===== src/rtl/max7219_ctrl_pkg.sv =====
// max7219_ctrl_pkg: MAX7219 register addresses, NO_OP frame, FSM states and init frame table.
package max7219_ctrl_pkg;
  localparam logic [3:0] A_NO_OP        = 4'h0;
  localparam logic [3:0] A_DIGIT_0      = 4'h1;
  localparam logic [3:0] A_DIGIT_1      = 4'h2;
  localparam logic [3:0] A_DIGIT_2      = 4'h3;
  localparam logic [3:0] A_DIGIT_3      = 4'h4;
  localparam logic [3:0] A_DIGIT_4      = 4'h5;
  localparam logic [3:0] A_DIGIT_5      = 4'h6;
  localparam logic [3:0] A_DIGIT_6      = 4'h7;
  localparam logic [3:0] A_DIGIT_7      = 4'h8;
  localparam logic [3:0] A_DECODE_MODE  = 4'h9;
  localparam logic [3:0] A_INTENSITY    = 4'hA;
  localparam logic [3:0] A_SCAN_LIMIT   = 4'hB;
  localparam logic [3:0] A_SHUTDOWN     = 4'hC;
  localparam logic [3:0] A_DISPLAY_TEST = 4'hF;
  localparam logic [15:0] NO_OP_FRAME = {4'h0, A_NO_OP, 8'h00};
  localparam int INIT_LEN = 5;
  typedef enum logic [2:0] {S_IDLE, S_CLK_LOW, S_CLK_HIGH, S_LATCH, S_DONE} state_t;
  function automatic logic [15:0] init_frame(input logic [2:0] i, input logic [7:0] intensity);
    return i == 3'd0 ? {4'h0, A_DISPLAY_TEST, 8'h00} :
           i == 3'd1 ? {4'h0, A_SCAN_LIMIT, 8'h07} :
           i == 3'd2 ? {4'h0, A_DECODE_MODE, 8'h00} :
           i == 3'd3 ? {4'h0, A_INTENSITY, intensity} :
                       {4'h0, A_SHUTDOWN, 8'h01};
  endfunction
endpackage


===== src/rtl/max7219_serializer.sv =====
// max7219_serializer: shifts a W-bit word MSB first with divided clock, then pulses load.
// Ports: clk, rst (sync, active high); start/frame/nbits load a word when not busy;
// busy during shift+latch; done one cycle after load falls; sclk/din/load drive the chain.
module max7219_serializer
  import max7219_ctrl_pkg::*;
#(
  parameter int W = 64,
  parameter int DIV = 4,
  localparam int BW = $clog2(W)
) (
  input  logic          clk,
  input  logic          rst,
  input  logic          start,
  input  logic [W-1:0]  frame,
  input  logic [BW:0]   nbits,
  output logic          busy,
  output logic          done,
  output logic          sclk,
  output logic          din,
  output logic          load
);
  state_t state, nxt;
  logic [BW-1:0] bit_cnt;
  logic [7:0] div_cnt;
  logic [W-1:0] sr;
  logic last_div;
  assign last_div = div_cnt == 8'(DIV - 1);
  always_comb begin
    nxt = state;
    case (state)
      S_IDLE, S_DONE: nxt = start ? S_CLK_LOW : S_IDLE;
      S_CLK_LOW:      nxt = last_div ? S_CLK_HIGH : S_CLK_LOW;
      S_CLK_HIGH:     nxt = !last_div ? S_CLK_HIGH : ({1'b0, bit_cnt} == nbits - 1'b1) ? S_LATCH : S_CLK_LOW;
      S_LATCH:        nxt = last_div ? S_DONE : S_LATCH;
      default:        nxt = S_IDLE;
    endcase
  end
  always_ff @(posedge clk) begin
    if (rst) begin
      state   <= S_IDLE;
      bit_cnt <= '0;
      div_cnt <= '0;
      sr      <= '0;
    end else begin
      state   <= nxt;
      div_cnt <= (nxt == state && nxt != S_IDLE) ? div_cnt + 8'd1 : 8'd0;
      bit_cnt <= (state == S_CLK_HIGH && nxt == S_CLK_LOW) ? bit_cnt + 1'b1 :
                 (nxt == S_CLK_LOW || nxt == S_CLK_HIGH) ? bit_cnt : '0;
      sr      <= (nxt == S_CLK_LOW && (state == S_IDLE || state == S_DONE)) ? frame :
                 (state == S_CLK_HIGH && nxt == S_CLK_LOW) ? sr << 1 : sr;
    end
  end
  assign busy = state == S_CLK_LOW || state == S_CLK_HIGH || state == S_LATCH;
  assign done = state == S_DONE;
  assign sclk = state == S_CLK_HIGH;
  assign load = state == S_LATCH;
  // din is forced low outside the shift so the idle level is 0
  assign din  = (state == S_CLK_LOW || state == S_CLK_HIGH) & sr[W-1];
endmodule


===== src/rtl/max7219_ctrl.sv =====
// max7219_ctrl: request sequencing and frame assembly for a daisy chain of MAX7219 devices.
// Ports: clk, rst (sync, active high); i_req/i_broadcast/i_matrix_sel/i_addr/i_data write request;
// o_busy, o_done status; o_max7219_clk/din/load serial chain interface.
// Define MAX7219_INIT_SEQ_EN to send the five-frame broadcast init sequence after reset.
module max7219_ctrl
  import max7219_ctrl_pkg::*;
#(
  parameter int G_MATRIX_NB = 4,
  parameter int G_CLK_DIV = 4,
  parameter logic [7:0] G_INTENSITY = 8'h08,
  localparam int SW = G_MATRIX_NB > 1 ? $clog2(G_MATRIX_NB) : 1
) (
  input  logic          clk,
  input  logic          rst,
  input  logic          i_req,
  input  logic          i_broadcast,
  input  logic [SW-1:0] i_matrix_sel,
  input  logic [3:0]    i_addr,
  input  logic [7:0]    i_data,
  output logic          o_busy,
  output logic          o_done,
  output logic          o_max7219_clk,
  output logic          o_max7219_din,
  output logic          o_max7219_load
);
  localparam int W = 16 * G_MATRIX_NB;
  localparam int NB = $clog2(W) + 1;
  logic ser_busy, ser_done, start;
  logic [W-1:0] user_frame, frame;
  // device 0 occupies the low word so it is shifted last
  always_comb begin
    user_frame = '0;
    for (int k = 0; k < G_MATRIX_NB; k++)
      user_frame[16*k +: 16] = (i_broadcast || i_matrix_sel == SW'(k)) ? {4'h0, i_addr, i_data} : NO_OP_FRAME;
  end
`ifdef MAX7219_INIT_SEQ_EN
  logic init_pend, init_txn, init_start;
  logic [2:0] init_idx;
  assign init_start = init_pend & ~ser_busy;
  // init_pend is 1 out of reset; masking with rst keeps o_busy low while held in reset
  assign o_busy = ser_busy | (init_pend & ~rst);
  assign start  = init_start | (i_req & ~o_busy);
  assign frame  = init_start ? {G_MATRIX_NB{init_frame(init_idx, G_INTENSITY)}} : user_frame;
  assign o_done = ser_done & ~init_txn;
  always_ff @(posedge clk) begin
    if (rst) begin
      init_pend <= 1'b1;
      init_idx  <= '0;
      init_txn  <= 1'b0;
    end else if (init_start) begin
      init_idx  <= init_idx + 3'd1;
      init_pend <= init_idx != 3'(INIT_LEN - 1);
      init_txn  <= 1'b1;
    end else if (start) begin
      init_txn  <= 1'b0;
    end
  end
`else
  logic unused_intensity;
  assign unused_intensity = ^G_INTENSITY;
  assign o_busy = ser_busy;
  assign start  = i_req & ~ser_busy;
  assign frame  = user_frame;
  assign o_done = ser_done;
`endif
  max7219_serializer #(.W(W), .DIV(G_CLK_DIV)) u_ser (
    .clk   (clk),
    .rst   (rst),
    .start (start),
    .frame (frame),
    .nbits (NB'(W)),
    .busy  (ser_busy),
    .done  (ser_done),
    .sclk  (o_max7219_clk),
    .din   (o_max7219_din),
    .load  (o_max7219_load)
  );
endmodule


===== config.mk =====
export PLATFORM = sky130hd
export DESIGN_NAME = max7219_ctrl
export DESIGN_NICKNAME = d
export VERILOG_FILES = /design/src/rtl/max7219_ctrl_pkg.sv /design/src/rtl/max7219_serializer.sv /design/src/rtl/max7219_ctrl.sv
export SDC_FILE = /design/constraint.sdc
export NUM_CORES = 1
export LEC_CHECK = 0
export CORE_ASPECT_RATIO = 0.8
export CORE_MARGIN = 2
export CORE_UTILIZATION = 60
export CTS_BUF_LIST = sky130_fd_sc_hd__clkbuf_8
export CTS_CLUSTER_DIAMETER = 80
export DETAILED_ROUTE_END_ITERATION = 8
export GPL_TIMING_DRIVEN = 0
export PLACE_DENSITY = 0.82
export SKIP_CTS_REPAIR_TIMING = 1
export SYNTH_ARGS = -nofsm -noshare
export SYNTH_HDL_FRONTEND = slang
export SYNTH_SLANG_ARGS = --single-unit

===== constraint.sdc =====
create_clock -name clk -period 2.1 [get_ports clk]
set_input_delay 0.315 -clock clk [delete_from_list [all_inputs] [get_ports clk]]
set_output_delay 0.315 -clock clk [all_outputs]
set_load 0.05 [all_outputs]

### Word level (Yosys, flattened, before mapping)

Index checks and enable logic that the tools add are counted.

| storage, ports and cells | value |
|---|---|
| output and inout port bits | 5 |
| ROM bits | 0 |
| memories kept | 0 |
| input port bits | 18 |
| bits in writable memories | 0 |
| word-level logic and storage cells | 54 |
| flip-flop bits (word level) | 81 |
| latch bits | 0 |

| cells by class | value |
|---|---|
| shift operators | 0 |
| equality and inequality tests | 13 |
| multipliers | 0 |
| bitwise operators | 4 |
| order comparisons | 0 |
| mux-type cells | 14 |
| reductions and logical operators | 17 |
| $add $sub $neg | 2 |
| div/mod/pow operators | 0 |

Operator list:

| operator | number |
|---|---|
| 2-to-1 mux 64 bit | 2 |
| 2-to-1 mux 12 bit | 4 |
| 2-to-1 mux 6 bit | 2 |
| case mux 3 bit (4 select lines) | 1 |
| equality test 3 x 2 -> 1 bit (second input constant) | 3 |
| adder 8 x 1 -> 8 bit (second input constant) | 1 |
| equality test 8 x 2 -> 1 bit (second input constant) | 1 |
| logical OR 1 bit | 8 |
| adder 6 x 1 -> 6 bit (second input constant) | 1 |
| equality test 3 x 1 -> 1 bit (second input constant) | 2 |
| equality test 6 bit (second input constant) | 1 |
| 2-to-1 mux 3 bit | 2 |
| equality test 2 bit (second input constant) | 2 |
| 2-to-1 mux 2 bit | 2 |
| OR reduction 2 bit | 2 |
| equality test 3 bit | 1 |
| equality test 3 bit (second input constant) | 1 |
| logical AND 1 bit | 3 |
| zero test 3 bit | 1 |
| nonzero test 3 bit | 1 |
| bitwise AND 1 bit | 2 |
| equality test 2 x 1 -> 1 bit (second input constant) | 1 |
| zero test 2 bit | 1 |
| != test 2 x 1 -> 1 bit (second input constant) | 1 |
| other kinds (3) | 4 |

### Longest topological paths before layout

Gate-level depths: netlist of run 1.

| depth | value |
|---|---|
| depth after elaboration | 11 |
| mapped depth | 7 |
| mapped depth without buffers | 5 |

### Hierarchy

From an unflattened synthesis of run 1, not the netlist that was laid out.

| second synthesis, totals | value |
|---|---|
| cell total of the unflattened synthesis | 547 |
| area total of the unflattened synthesis | 4,396.7 um^2 |

Modules (own cells, without submodules):

| module | seq. area each (um^2) | cells each | times used | area an instance (um^2) |
|---|---|---|---|---|
| max7219_serializer | 1,621.6 | 485 | 1 | 3,990.1 |
| max7219_ctrl | 0.0 | 62 | 1 | 406.6 |

### Worst setup path after synthesis of run 1

OpenSTA, ideal clock, no wires.

| timing | value |
|---|---|
| path kind | reg2out |
| start | register u_ser.state[0] |
| end | output o_max7219_din |
| data arrival time | 1.877 ns |
| setup slack | -0.092 ns |
| buffers on the path | 1 |
| stages on the path, launching flop included | 4 |
| cells stage by stage | dfxtp_1 buf_1 xnor2_1 nor3b_1 |

| on the way | value |
|---|---|
| longest elaborated chain between the ends | 3 |

Ends and longest elaborated chain:

| element | line | RTL |
|---|---|---|
| start, declared | max7219_serializer.sv:22 | `state_t state, nxt;` |
| start signal, assigned | max7219_serializer.sv:45 | `state <= nxt;` |
| equality test 3 x 1 -> 1 bit or equality test 3 x 2 -> 1 bit (tied branches) | max7219_serializer.sv:58 | `assign din = (state == S_CLK_LOW \|\| state == S_CLK_HIGH) & sr[W-1];` |
| logical OR 1 bit (*) | max7219_serializer.sv:58 |  |
| bitwise AND 1 bit (*) | max7219_serializer.sv:58 |  |
| end, declared | max7219_ctrl.sv:23 | `output logic o_max7219_din,` |

Mark *: on every way between the ends. The rest lies on a longest branch, timed or not.

### Worst setup path after layout of run 1

| timing | value |
|---|---|
| start | register u_ser.div_cnt[1] |
| end | register u_ser.sr[27] |

| on the way | value |
|---|---|
| longest elaborated chain between the ends | 6 |

Ends and longest elaborated chain:

| element | line | RTL |
|---|---|---|
| start, declared | max7219_serializer.sv:24 | `logic [7:0] div_cnt;` |
| start signal, assigned | max7219_serializer.sv:46 | `div_cnt <= (nxt == state && nxt != S_IDLE) ? div_cnt + 8'd1 : 8'd0;` |
| equality test 8 x 2 -> 1 bit (*) | max7219_serializer.sv:27 | `assign last_div = div_cnt == 8'(DIV - 1);` |
| 2-to-1 mux 3 bit, or another cell as far along | max7219_serializer.sv:34 | `S_LATCH: nxt = last_div ? S_DONE : S_LATCH;` |
| case mux 3 bit (4 select lines) (*) | max7219_serializer.sv:30 | `case (state)` |
| equality test 3 x 1 -> 1 bit (*) | max7219_serializer.sv:49, max7219_serializer.sv:50 |  |
| logical AND 1 bit (on tied branches) | max7219_serializer.sv:49, max7219_serializer.sv:50 |  |
| 2-to-1 mux 64 bit or nonzero test 2 bit (tied branches) | - |  |
| end signal, assigned | max7219_serializer.sv:49 | `sr <= (nxt == S_CLK_LOW && (state == S_IDLE \|\| state == S_DONE)) ? frame :` |
| end, declared | max7219_serializer.sv:25 | `logic [W-1:0] sr;` |

Marked as above.
A chain may end at the register's enable or synchronous reset.

==> flow_metrics.py, run 1 <==
metrics = {
    "run_status": {
        "outcome": "completed",
    },
    "flow_run": {
        "cap_violations": 0,
    },
    "clock_network": {
        "cts_buffers": 9,
        "clk_pin_slew_ns": 0.08,
        "clock_latency_ns": 0.35,
        "cts_root_buf": "clkbuf_8",
        "htreeDepth": 3,
        "cts_tree": "built",
        "cts_sinks": 81,
        "cts_buffer_depth": 2,
    },
    "worst_setup_path": {
        "endpoint_kind": "flip-flop",
        "cp-start-kind": "flip-flop",
        "r2r_start": "u_ser.div_cnt[1]$_SDFF_PP0_",
        "cp_top_family": "buffers and inverters",
        "cp_max_fo": 10,
        "cp.required_ns": 2.37,
        "max_stage_delay_ns": 0.40,
        "cp_slowest_cell": "dfxtp_1",
        "cp.arrival_ns": 2.35,
        "critical_path_class": "flip-flop to flip-flop",
        "crit_chain": "ha_2, nor3b_4, buf_4, and3_1, buf_4, clkbuf_4, nand3_1, a31oi_1",
        "crit_top_cell": "buf_4",
        "startpoint": "u_ser.div_cnt[1]$_SDFF_PP0_",
        "critPathBufInv": 3,
    },
    "route": {
        "wirelength_um": 10900,
        "wl_met3_um": 1050,
        "wl_met1_um": 4780,
        "met2WireLength_um": 4770,
        "dr_total_vias": 3978,
        "maxUsedRoutingLayer": "met4",
        "antenna_left": 0,
        "firstDrtPassIters": 5,
        "drt_iter0_drc": 637,
        "viasPerCell": 6.75,
        "drcViolationCount": 0,
        "wl_per_cell_um": 18.6,
    },
    "die": {
        "pin_count": 23,
        "chipHeight_um": 75.5,
        "coreArea_mm2": 0.00628,
        "die_x_um": 93.3,
        "start_util_pct": 61.0,
        "fp.dieArea_mm2": 0.00704,
        "rows": 26,
    },
    "timing": {
        "fin_worst_skew_ns": 0.00875,
        "period_minus_slack_ns": 2.07,
        "finalSetupViolCount": 0,
        "fin_tns_setup_ns": 0,
        "hold_viol": 0,
        "holdWs_ns": 0.461,
        "tightestPinTransition_ns": 0.601,
        "drv_slew": 0,
        "fmax_mhz": 482,
        "fin_crit_sh_pct": 98.7,
        "rsz0062_at_grt": "true",
        "slew_headroom_pct": 59.9,
    },
    "placed_design": {
        "dp_hpwl_um": 7190,
        "gp_congestion": 0.887,
        "io_buffers": 21,
        "dpl.cell_count": 572,
    },
    "yosys": {
        "yosysSeqAreaShare_pct": 42.4,
        "synthDistinctLibCells": 44,
        "synth_ff_type": "dfxtp_1",
        "synth_area_mm2": 0.00383,
        "syn_inst": 467,
        "syn_nets": 487,
        "async_flop_share_pct": 0,
        "syn_area_per_cell_um2": 8.20,
        "synth_edf_count": 0,
        "yosys_warnings": 0,
        "ys_seq_elements": 81,
    },
    "finish": {
        "antenna_cells": 0,
        "syn2layout_area_growth_pct": 15.0,
        "fin_nets": 520,
        "drive_gt1_share_pct": 10.7,
        "mostFrequentLayoutCell": "nand3_1",
        "final_cell_mix": "107 x nand3_1, 80 x dfxtp_1, 49 x o211ai_1, 43 x a31oi_1, 28 x clkbuf_1",
        "final_cells": 589,
    },
    "grt": {
        "grt_usage_pct": 30.5,
        "grt_max_degree": 14,
        "grt_pass1_wl_um": 16800,
        "overflow": 0,
        "grt_antenna_before_repair": 0,
        "grt_pass1_vias": 3352,
    },
    "worst_hold_path": {
        "hold_start": "u_ser.div_cnt[0]$_SDFF_PP0_",
        "hp-class": "flip-flop to flip-flop",
    },
    "pwr": {
        "irDropWorstVdd_uv": 480,
        "power_leakage_nw": 1.43,
        "cellPowerDensity_mw_per_mm2": 720,
    },
}
power by group:
group          leakage, nW  internal, mW  switching, mW
combinational        0.655         0.107          0.185
sequential           0.658          1.59         0.0322
clock                0.117         0.696          0.565
synth_stat cells, types with 5 or more instances:
library cell	number	area share [%]
o211ai_1	49	9.6
clkbuf_1	40	3.9
nand2_1	13	1.3
and3_1	6	0.98
a31oi_1	43	7.0
nor2_1	16	1.6
dfxtp_1	81	42
inv_1	5	0.49
o21ai_0	17	2.2
nand3_1	107	14
xor2_1	6	1.4
a21oi_1	23	3.0
buf_2	8	1.0
layout make-up:
type | count | area (um2)
multi-input combinational | 327 | 1980
clock buffer | 10 | 138
inverter | 6 | 22.5
buffer | 53 | 249
tap | 84 | 105
timing repair buffer | 22 | 200
sequential | 81 | 1620
clock inverter | 6 | 82.6
fill | 522 | 1880
state kept, by name, indices dropped and copies added, names as in the netlist:
signal / cells
u_ser.sr: 64
u_ser.div_cnt: 8
u_ser.bit_cnt: 6
u_ser.state: 3
logic make-up (layout without fill, tap and decap cells):
group,count (synthesis),in the layout,share of synthesized area [%]
AO/OA/AOI/OAI,149,149,25.5
XOR/XNOR,8,8,1.83
adder cells (fa/ha/maj),2,2,0.653
buffers and inverters,59,97,6.34
flip-flops,81,81,42.4
AND/OR/NAND/NOR,168,168,23.4
layer usage:
layer / vias up / track usage, %
met5: - / 0
met2: 249 / 45.3
li1: 1838 / -
met1: 1849 / 43.4
met4: 0 / 12.1
met3: 42 / 6.92
worst register-to-register path, cell delays in order (launching register included):
cell,delay (ns)
dfxtp_1,0.40
ha_2,0.25
nor3b_4,0.21
buf_4,0.19
and3_1,0.21
buf_4,0.21
clkbuf_4,0.23
nand3_1,0.10
a31oi_1,0.21
metrics by stage:
stage / total power, mW / util (%) / area, um2 / setup slack [ns]
6_report: 3.17 / 70.1 / 4400 / 0.0272
3_5_place_dp: 1.93 / 66.1 / 4150 / -0.221
3_3_place_gp: 1.92 / 66.1 / 4150 / -0.218
5_1_grt: 3.28 / 70.1 / 4400 / -0.0599
4_1_cts: 3.16 / 69.6 / 4370 / -0.406
2_1_floorplan: 1.82 / - / 3830 / 0.246
path summary, 6_finish.rpt:
kind                                 end  slack, ns  cells past startpoint
max            u_ser.sr[27]$_SDFFE_PP0P_       0.03                      8
min          u_ser.div_cnt[0]$_SDFF_PP0_       0.46                      1
max reg2reg    u_ser.sr[27]$_SDFFE_PP0P_       0.03                      8
min reg2reg  u_ser.div_cnt[0]$_SDFF_PP0_       0.46                      1
Note: power is estimated with default switching activity, not from simulation.
==> run 2: changes to the inputs <==
--- a/config.mk
+++ b/config.mk
@@ -7,12 +7,11 @@
 export LEC_CHECK = 0
 export CORE_ASPECT_RATIO = 0.8
 export CORE_MARGIN = 2
-export CORE_UTILIZATION = 60
-export CTS_BUF_LIST = sky130_fd_sc_hd__clkbuf_8
+export CORE_UTILIZATION = 59
 export CTS_CLUSTER_DIAMETER = 80
 export DETAILED_ROUTE_END_ITERATION = 8
 export GPL_TIMING_DRIVEN = 0
-export PLACE_DENSITY = 0.82
+export PLACE_DENSITY = 0.81
 export SKIP_CTS_REPAIR_TIMING = 1
 export SYNTH_ARGS = -nofsm -noshare
 export SYNTH_HDL_FRONTEND = slang
==> run 2 against run 1 <==
Compared with the run above: critical path depth decreased by 5; non-clock buffer count unchanged; count of clock-buffer cells in the layout increased by 2; sequential share of layout area decreased by 0.24 points.
==> flow_metrics.py, run 2 (same netlist as run 1, synthesis figures left out) <==
metrics = {
    "pwr": {
        "fin_total_pwr_mw": 3.23,
        "swShare_pct": 24.7,
        "power_switching_mw": 0.797,
        "seqPwrFrac_pct": 50.1,
        "internal_power_mw": 2.43,
        "power_frac_clock_pct": 40.8,
        "power_leakage_nw": 1.47,
        "comb_power_share_pct": 9.1,
        "irDropWorstVdd_uv": 485,
        "cellPowerDensity_mw_per_mm2": 728,
    },
    "grt": {
        "grt_pass1_vias": 3651,
        "grt_pass1_wl_um": 18100,
        "grt_antenna_before_repair": 0,
        "overflow": 0,
        "grt_max_degree": 14,
        "grt_usage_pct": 31.5,
    },
    "finish": {
        "fin_nets": 520,
        "largestRegisters": "u_ser.sr x64, u_ser.div_cnt x8, u_ser.bit_cnt x6",
        "final_area_mm2": 0.00443,
        "largest_reg_flops": 64,
        "drive_gt1_share_pct": 11.7,
        "final_cells": 589,
        "final_cell_mix": "107 x nand3_1, 79 x dfxtp_1, 49 x o211ai_1, 43 x a31oi_1, 25 x clkbuf_1",
        "mostFrequentLayoutCell": "nand3_1",
        "antenna_cells": 0,
        "syn2layout_area_growth_pct": 15.8,
        "largest-register": "u_ser.sr",
        "nFillCells": 511,
    },
    "route": {
        "dr_total_vias": 3944,
        "firstDrtPassIters": 5,
        "drcViolationCount": 0,
        "drt_iter0_drc": 448,
        "wirelength_um": 11000,
        "wl_per_cell_um": 18.6,
        "viasPerCell": 6.70,
        "antenna_left": 0,
    },
    "placed_design": {
        "io_buffers": 21,
        "gp_congestion": 0.915,
        "dp_hpwl_um": 7330,
        "dpl.cell_count": 572,
        "dpl_cell_area_mm2": 0.00415,
    },
    "clock_network": {
        "cts_sinks": 81,
        "clk_pin_slew_ns": 0.08,
        "cts_tree": "built",
        "cts_buffer_depth": 2,
        "htreeDepth": 3,
        "cts_root_buf": "clkbuf_8",
        "clock_latency_ns": 0.36,
        "cts_buffers": 9,
    },
    "worst_setup_path": {
        "crit_chain": "or3b_4, inv_2, dlymetal6s2s_1",
        "cp_slowest_cell": "dlymetal6s2s_1",
        "cp.arrival_ns": 1.69,
        "cp.required_ns": 1.78,
        "cp_top_family": "buffers and inverters",
        "cp-start-kind": "flip-flop",
        "critPathBufInv": 2,
        "critical_path_class": "flip-flop to output port",
        "cp_max_fo": 5,
        "max_stage_delay_ns": 0.43,
        "endpoint_kind": "output port",
    },
    "run_status": {
        "outcome": "completed",
    },
    "timing": {
        "fmax_mhz": 499,
        "fin_worst_skew_ns": 0.0110,
        "hold_viol": 0,
        "finalSetupViolCount": 0,
        "slew_headroom_pct": 64.3,
        "tightestPinTransition_ns": 0.532,
        "period_minus_slack_ns": 2.00,
        "drv_slew": 0,
        "fin_crit_sh_pct": 95.5,
    },
    "die": {
        "start_util_pct": 60.4,
        "chipHeight_um": 76.1,
        "fp.dieArea_mm2": 0.00715,
        "rows": 26,
        "pin_count": 23,
        "die_x_um": 94.1,
        "coreArea_mm2": 0.00634,
    },
    "flow_run": {
        "cap_violations": 0,
    },
    "worst_hold_path": {
        "hp-class": "flip-flop to flip-flop",
    },
}
run 2: cell types whose count changed in the layout (fill, tap and decap cells not counted), sizes merged:
cell / before / now
inv: 7 / 6
clkinv: 3 / 0
dlymetal6s2s: 1 / 3
clkinvlp: 0 / 2
clkbuf: 59 / 58
buf: 9 / 10
run 2: per-stage QoR:
| stage | TNS [ns] | hold WS, ns | setup slack (ns) | utilization [%] |
|---|---|---|---|---|
| 2_1_floorplan | 0 | 0.424 | 0.246 | - |
| 6_report | 0 | 0.449 | 0.0951 | 69.9 |
| 4_1_cts | -7.02 | 0.466 | -0.428 | 69.0 |
| 5_1_grt | -0.0596 | 0.475 | -0.0141 | 69.9 |
| 3_5_place_dp | -5.64 | 0.454 | -0.286 | 65.4 |
| 3_3_place_gp | -3.96 | 0.443 | -0.232 | 65.4 |
run 2: path summary, 6_finish.rpt:
check                                                    to  slack, ns  depth (start not counted)                         from
worst max-delay path                          o_max7219_clk        0.1                          3    u_ser.state[1]$_SDFF_PP0_
worst max register to register    u_ser.sr[44]$_SDFFE_PP0P_        0.1                          8  u_ser.div_cnt[1]$_SDFF_PP0_
worst min register to register  u_ser.div_cnt[0]$_SDFF_PP0_       0.45                          1  u_ser.div_cnt[0]$_SDFF_PP0_
worst min-delay path            u_ser.div_cnt[0]$_SDFF_PP0_       0.45                          1  u_ser.div_cnt[0]$_SDFF_PP0_
run 2: per-layer routing:
layer / vias up / global-route usage, % / wire length (um)
li1: 1841 / - / -
met1: 1842 / 45.8 / 5010
met2: 217 / 45.4 / 4740
met3: 44 / 7.72 / 950
met4: 0 / 11.6 / 289
met5: - / 0 / 0
run 2: worst register-to-register path: cells and delay by family (launching register included):
family / cells / cell delay [ns]
AO/OA/AOI/OAI: 1 / 0.14
flip-flops: 1 / 0.38
AND/OR/NAND/NOR: 3 / 0.55
buffers and inverters: 3 / 0.63
adder cells (fa/ha/maj): 1 / 0.23
run 2: area by class of cell:
class                      count  area, um2  share of cell area, %
timing repair buffer          22        215                   4.85
sequential                    81       1620                   36.6
tap                           84        105                   2.37
inverter                       6       22.5                  0.508
multi-input combinational    327       1980                   44.7
clock inverter                 4       75.1                   1.69
buffer                        53        256                   5.78
clock buffer                  12        155                   3.50
run 2: power by group through the flow:
stage	Sequential [mW]	Combinational, mW	Clock (mW)
floorplan	1.64	0.180	0
global placement	1.65	0.276	0
detailed placement	1.65	0.281	0
CTS	1.62	0.282	1.31
global route	1.62	0.318	1.38
finish	1.62	0.293	1.32
